`config.mk`:
```
export PLATFORM = sky130hd
export DESIGN_NAME = magphase_to_complex
export DESIGN_NICKNAME = d
export VERILOG_FILES = /design/src/rtl/magphase_to_complex_pkg.sv /design/src/rtl/cordic_rot_stage.sv /design/src/rtl/magphase_to_complex.sv
export SDC_FILE = /design/constraint.sdc
export NUM_CORES = 2
export LEC_CHECK = 0
export CAP_MARGIN = 10
export CORE_MARGIN = 4
export CORE_UTILIZATION = 70
export CTS_BUF_LIST = sky130_fd_sc_hd__clkbuf_16
export DETAILED_ROUTE_END_ITERATION = 8
export PLACE_DENSITY = 0.94
export SYNTH_ARGS = -nofsm -noshare
export SYNTH_HDL_FRONTEND = slang
export SYNTH_SLANG_ARGS = --single-unit
```
`constraint.sdc`:
```
create_clock -name aclk -period 235.2 [get_ports aclk]
set_input_delay 70.56 -clock aclk [delete_from_list [all_inputs] [get_ports aclk]]
set_output_delay 70.56 -clock aclk [all_outputs]
set_load 0.02 [all_outputs]
```
`src/rtl/magphase_to_complex_pkg.sv`:
```
// magphase_to_complex_pkg: angle/gain constants and helpers for the polar-to-cartesian CORDIC.
package magphase_to_complex_pkg;
    localparam int PI_F13      = 25736;
    localparam int TWO_PI_F13  = 51472;
    localparam int HALF_PI_F13 = 12868;
    localparam int INV_K_Q15   = 19898;
    localparam int ATAN_FRAC   = 20;
    // atan(2^-i) with 20 fractional bits; requantised to the datapath angle format on use
    localparam int ATAN_TAB [18] = '{823550, 486170, 256879, 130396, 65451, 32757, 16383, 8192, 4096,
                                     2048, 1024, 512, 256, 128, 64, 32, 16, 8};

    function automatic int atan_q(input int i, input int frac);
        int sh;
        sh = ATAN_FRAC - frac;
        return sh > 0 ? (ATAN_TAB[i] + (1 << (sh - 1))) >>> sh : ATAN_TAB[i] <<< -sh;
    endfunction

    function automatic logic [15:0] sat16(input logic signed [31:0] v);
        return v > 32767 ? 16'h7fff : v < -32768 ? 16'h8000 : v[15:0];
    endfunction
endpackage

```
`src/rtl/cordic_rot_stage.sv`:
```
// cordic_rot_stage: one registered rotation-mode CORDIC micro-rotation with valid/tlast sideband.
module cordic_rot_stage #(
    parameter int SHIFT = 0,
    parameter int ATAN  = 0,
    parameter int W     = 22
) (
    input  logic                i_clk,
    input  logic                i_rst_n,
    input  logic                i_ce,
    input  logic                i_valid,
    input  logic                i_last,
    input  logic signed [W-1:0] i_x,
    input  logic signed [W-1:0] i_y,
    input  logic signed [W-1:0] i_z,
    output logic                o_valid,
    output logic                o_last,
    output logic signed [W-1:0] o_x,
    output logic signed [W-1:0] o_y,
    output logic signed [W-1:0] o_z
);
    localparam logic signed [W-1:0] L_ATAN = W'(ATAN);
    logic w_pos;
    logic r_valid, r_last;
    logic signed [W-1:0] r_x, r_y, r_z;
    assign w_pos = ~i_z[W-1];
    always_ff @(posedge i_clk)
        if (!i_rst_n) begin
            r_valid <= 1'b0;
            r_last  <= 1'b0;
        end else if (i_ce) begin
            r_valid <= i_valid;
            r_last  <= i_last;
        end
    always_ff @(posedge i_clk)
        if (i_ce) begin
            r_x <= w_pos ? i_x - (i_y >>> SHIFT) : i_x + (i_y >>> SHIFT);
            r_y <= w_pos ? i_y + (i_x >>> SHIFT) : i_y - (i_x >>> SHIFT);
            r_z <= w_pos ? i_z - L_ATAN : i_z + L_ATAN;
        end
    assign o_valid = r_valid;
    assign o_last  = r_last;
    assign o_x     = r_x;
    assign o_y     = r_y;
    assign o_z     = r_z;
endmodule

```
`src/rtl/magphase_to_complex.sv`:
```
// magphase_to_complex: pipelined polar (SP16 mag/phase) to cartesian (SC16 I/Q) CORDIC, one sample per clock.
module magphase_to_complex
    import magphase_to_complex_pkg::*;
#(
    parameter int ITERATIONS = 16,
    parameter int GUARD      = 3
) (
    input  logic        aclk,
    input  logic        aresetn,
    input  logic [31:0] s_axis_tdata,
    input  logic        s_axis_tlast,
    input  logic        s_axis_tvalid,
    output logic        s_axis_tready,
    output logic [31:0] m_axis_tdata,
    output logic        m_axis_tlast,
    output logic        m_axis_tvalid,
    input  logic        m_axis_tready
);
    // two bits above the 17+GUARD prescaled magnitude give headroom for CORDIC growth
    localparam int DW = 19 + GUARD;
    localparam logic signed [17:0]   L_PI      = 18'(PI_F13);
    localparam logic signed [17:0]   L_TWO_PI  = 18'(TWO_PI_F13);
    localparam logic signed [DW-1:0] L_HALF_PI = DW'(HALF_PI_F13 << GUARD);
    localparam logic signed [DW-1:0] L_RND     = DW'(1 << (GUARD - 1));
    logic w_ce, w_hi, w_lo;
    logic signed [17:0] w_ph, w_ph_wrap;
    logic signed [DW-1:0] w_mag, w_xr, w_yr, w_unused_z;
    logic r_v0, r_l0, r_v1, r_l1;
    logic signed [DW-1:0] r_m0, r_z0, r_x1, r_y1, r_z1;
    logic w_v [ITERATIONS+1];
    logic w_l [ITERATIONS+1];
    logic signed [DW-1:0] w_x [ITERATIONS+1];
    logic signed [DW-1:0] w_y [ITERATIONS+1];
    logic signed [DW-1:0] w_z [ITERATIONS+1];
    logic r_o_valid, r_o_last;
    logic [31:0] r_o_data;
    assign w_ce          = ~r_o_valid | m_axis_tready;
    assign s_axis_tready = w_ce & aresetn;
    assign w_ph      = {{2{s_axis_tdata[15]}}, s_axis_tdata[15:0]};
    assign w_ph_wrap = w_ph > L_PI ? w_ph - L_TWO_PI : w_ph < -L_PI ? w_ph + L_TWO_PI : w_ph;
    assign w_mag     = DW'((32'(s_axis_tdata[31:16]) * 32'(INV_K_Q15)) >> (15 - GUARD));
    assign w_hi      = r_z0 > L_HALF_PI;
    assign w_lo      = r_z0 < -L_HALF_PI;
    always_ff @(posedge aclk)
        if (!aresetn) begin
            r_v0 <= 1'b0;
            r_l0 <= 1'b0;
            r_v1 <= 1'b0;
            r_l1 <= 1'b0;
        end else if (w_ce) begin
            r_v0 <= s_axis_tvalid;
            r_l0 <= s_axis_tvalid & s_axis_tlast;
            r_v1 <= r_v0;
            r_l1 <= r_l0;
        end
    always_ff @(posedge aclk)
        if (w_ce) begin
            r_m0 <= w_mag;
            r_z0 <= DW'(w_ph_wrap) <<< GUARD;
            r_x1 <= (w_hi || w_lo) ? '0 : r_m0;
            r_y1 <= w_hi ? r_m0 : w_lo ? -r_m0 : '0;
            r_z1 <= w_hi ? r_z0 - L_HALF_PI : w_lo ? r_z0 + L_HALF_PI : r_z0;
        end
    assign w_v[0] = r_v1;
    assign w_l[0] = r_l1;
    assign w_x[0] = r_x1;
    assign w_y[0] = r_y1;
    assign w_z[0] = r_z1;
    for (genvar g = 0; g < ITERATIONS; g++) begin : g_rot
        cordic_rot_stage #(
            .SHIFT (g),
            .ATAN  (atan_q(g, 13 + GUARD)),
            .W     (DW)
        ) u_rot (
            .i_clk   (aclk),
            .i_rst_n (aresetn),
            .i_ce    (w_ce),
            .i_valid (w_v[g]),
            .i_last  (w_l[g]),
            .i_x     (w_x[g]),
            .i_y     (w_y[g]),
            .i_z     (w_z[g]),
            .o_valid (w_v[g+1]),
            .o_last  (w_l[g+1]),
            .o_x     (w_x[g+1]),
            .o_y     (w_y[g+1]),
            .o_z     (w_z[g+1])
        );
    end
    // residual angle after the last micro-rotation has no consumer
    assign w_unused_z = w_z[ITERATIONS];
    assign w_xr = (w_x[ITERATIONS] + L_RND) >>> GUARD;
    assign w_yr = (w_y[ITERATIONS] + L_RND) >>> GUARD;
    always_ff @(posedge aclk)
        if (!aresetn) begin
            r_o_valid <= 1'b0;
            r_o_last  <= 1'b0;
            r_o_data  <= '0;
        end else if (w_ce) begin
            r_o_valid <= w_v[ITERATIONS];
            r_o_last  <= w_l[ITERATIONS];
            r_o_data  <= {sat16(32'(w_xr)), sat16(32'(w_yr))};
        end
    assign m_axis_tvalid = r_o_valid;
    assign m_axis_tlast  = r_o_last;
    assign m_axis_tdata  = r_o_data;
endmodule
```
==> results.txt <==
Seq cells post-synth: 1,149
share of layout cells above drive strength 1: 3.994%
share of the synthesized area in the top cell type: 35.74%
fin crit share: 61.18%
Slew Limit Fails: 0
initial antenna violation count: 1
RSZ-0062 raised after global routing: no
Post-synth EDFFs: 1,079
setup bufs post-CTS: 0
GRT overflow: 0
worst min path class: reg2reg
post-synth top area cell: edfxtp_1
DP Area: 0.09322 mm²
footprint of the multi-input gates: 0.05402 mm²
core area: 0.1282 mm²
# nets final: 10,570
Residual DRC: 0
register area: 0.03380 mm²
worst clock skew: 46.22 ps
post-route ant nets: 0
sequential share of the synthesized area: 37.29%
distinct cell type count after synthesis: 86
Area contributors post-synth: edfxtp_1, ha_1, xnor2_1
clock sink total: 1,149
port bufs: 71
Clk Latency, worst-skew pair: 770 ps
R2R depth: 17
drt via density: 6.441
Max clock buf depth: 3
first-pass GRT wire length: 349,500 µm
Min Clock Period, post-route: 143,880 ps
Ys Warns: 0
via count: 71,780
GRT Util Overall: 30.79%
outcome: finished, final reports clean
Slew headroom: 19.23%
fin util: 75.93%
row count: 131
die area: 0.1353 mm²
total negative slack: 0 ps
vias in the first global route: 70,960
worst path arrival time: 73,320 ps
FMAX: 6.950 MHz
clock-pin slew on the worst setup and hold paths: 60 ps
Gate Count Post-Synth: 9,236
max cap viols: 0
dpl hpwl: 158,100 µm
P&R area growth vs syn: 7.356%
TritonCTS clock tree: done
H-tree depth: 3
final wirelength: 214,600 µm
Iteration-0 DRC Markers: 6,986
Worst-Margin Slew: 1212 ps
hold path depth: 0
Finish-stage setup viols: 0
GPL Wtd Cong: 0.9706
Mapped Area: 0.09065 mm²
starting density of the core: 70.73%
syn nets: 10,500
predominant post-synthesis flop cell: edfxtp_1
synth cell count leaders: ha_1, edfxtp_1, nor2_1
kind of critical path: in2out
post-cts resize count: 0
Filler Cell Count: 7,914
endpoint type of the worst setup path: output pin
Num CTS Buffers: 120
startpoint types: input pin
root buffer cell: clkbuf_16
drt first pass iters: 8
Post-CTS Hold Fix Bufs: 0
fin area: 0.09732 mm²
Chip Width: 367.9 µm
Worst EP required: 164,640 ps
I/O pin count: 72
drt wl/cell: 19.26 µm
largest net degree at the start of global routing: 205
asr flop ratio synth: 0%
synthesized area per cell: 9.815 µm²
count leader, synth: ha_1
final hold vios: 0
Die Y: 367.9 µm
crit-path max FO: 139
final timing paths:
| path | start | to | slack (ps) |
|---|---|---|---|
| max | m_axis_tready | s_axis_tready | 91320 |
| min | g_rot[6].u_rot.o_z[5] | g_rot[7].u_rot.o_z[5] | 420 |
| max reg2reg | g_rot[4].u_rot.o_x[5] | g_rot[5].u_rot.o_y[20] | 229950 |
| min reg2reg | g_rot[6].u_rot.o_z[5] | g_rot[7].u_rot.o_z[5] | 420 |
cells by family after synthesis:
logic type,share of synthesized area [%]
AOI/OAI and AO/OA,15.58
and+or+nand+nor,13.60
DFF,37.29
buffers and inverters,3.133
xor gates and xnor gates,11.50
muxes,0.9358
adders and majority gates,17.97
critical path, cell delays in order:
cell	delay, ps
clkdlybuf4s50_1	440
nor2b_4	800
inv_8	490
and2_1	370
clkdlybuf4s50_1	550
sequential cells by signal (all words and copies together), names as in the netlist:
name / count
g_rot.u_rot.o_valid: 16
g_rot.u_rot.o_y: 350
r_v0: 1
r_z0: 18
r_y1: 22
g_rot.u_rot.o_x: 349
m_axis_tlast: 1
r_l1: 1
r_l0: 1
m_axis_tvalid: 1
g_rot.u_rot.o_last: 16
g_rot.u_rot.o_z: 283
m_axis_tdata: 32
r_z1: 19
r_v1: 1
r_m0: 19
r_x1: 19
metal layers:
metal | GRT usage [%] | vias up | routed length (µm)
met5 | 0 | - | 0
met4 | 14.97 | 0 | 11380
met3 | 4.258 | 771 | 15510
met2 | 52.71 | 3317 | 103400
met1 | 38.50 | 33950 | 84300
li1 | - | 33740 | -
through the flow:
| stage | setup WS (ps) | cells | hold slack (ps) |
|---|---|---|---|
| after detailed placement | 91420 | 10910 | 404.5 |
| final | 91320 | 11140 | 416.1 |
| after CTS | 91430 | 11140 | 407.5 |
| after global placement | 91490 | 10910 | 400.7 |
| after global routing | 91240 | 11140 | 418.3 |
| after floorplan | 62130 | 9236 | 400.3 |
final cells by class:
type                    instances  share of cell area (%)
flip-flops and latches       1149                   34.73
multi-input cells            7332                   55.51
well taps                    1729                   2.223
clock inverters               104                  0.9822
repair buffers                106                   1.049
diodes                          1                0.002571
clock buffers                 124                   3.188
inverters                     599                   2.318
cell usage in the layout, fill, tap and decap left out, types with 35 or more instances in the layout:
| cell | netlist | final |
|---|---|---|
| clkbuf_16 | 0 | 124 |
| a21boi_0 | 72 | 72 |
| ha_1 | 1089 | 1089 |
| a211oi_1 | 54 | 54 |
| o41ai_1 | 46 | 46 |
| clkdlybuf4s50_1 | 0 | 70 |
| inv_1 | 594 | 604 |
| nor2_1 | 938 | 938 |
| and3_1 | 84 | 84 |
| dfxtp_1 | 70 | 70 |
| o21bai_1 | 104 | 104 |
| a21o_1 | 192 | 192 |
| xnor2_1 | 828 | 828 |
| nand2_1 | 519 | 519 |
| nand2b_1 | 113 | 113 |
| nor4_1 | 54 | 54 |
| nor2b_1 | 125 | 124 |
| nand3_1 | 182 | 182 |
| xor2_1 | 362 | 362 |
| a31oi_1 | 91 | 91 |
| o21ai_0 | 410 | 410 |
| o211ai_1 | 36 | 36 |
| o21a_1 | 122 | 122 |
| mux2i_1 | 51 | 51 |
| nor3_1 | 340 | 340 |
| a21oi_1 | 747 | 747 |
| o31ai_1 | 35 | 35 |
| and2_1 | 53 | 53 |
| fa_1 | 133 | 133 |
| or3_1 | 72 | 72 |
| edfxtp_1 | 1079 | 1079 |
Power is not shown: default switching activity piles up to over one toggle a cycle in this logic, so the estimate is an artifact.
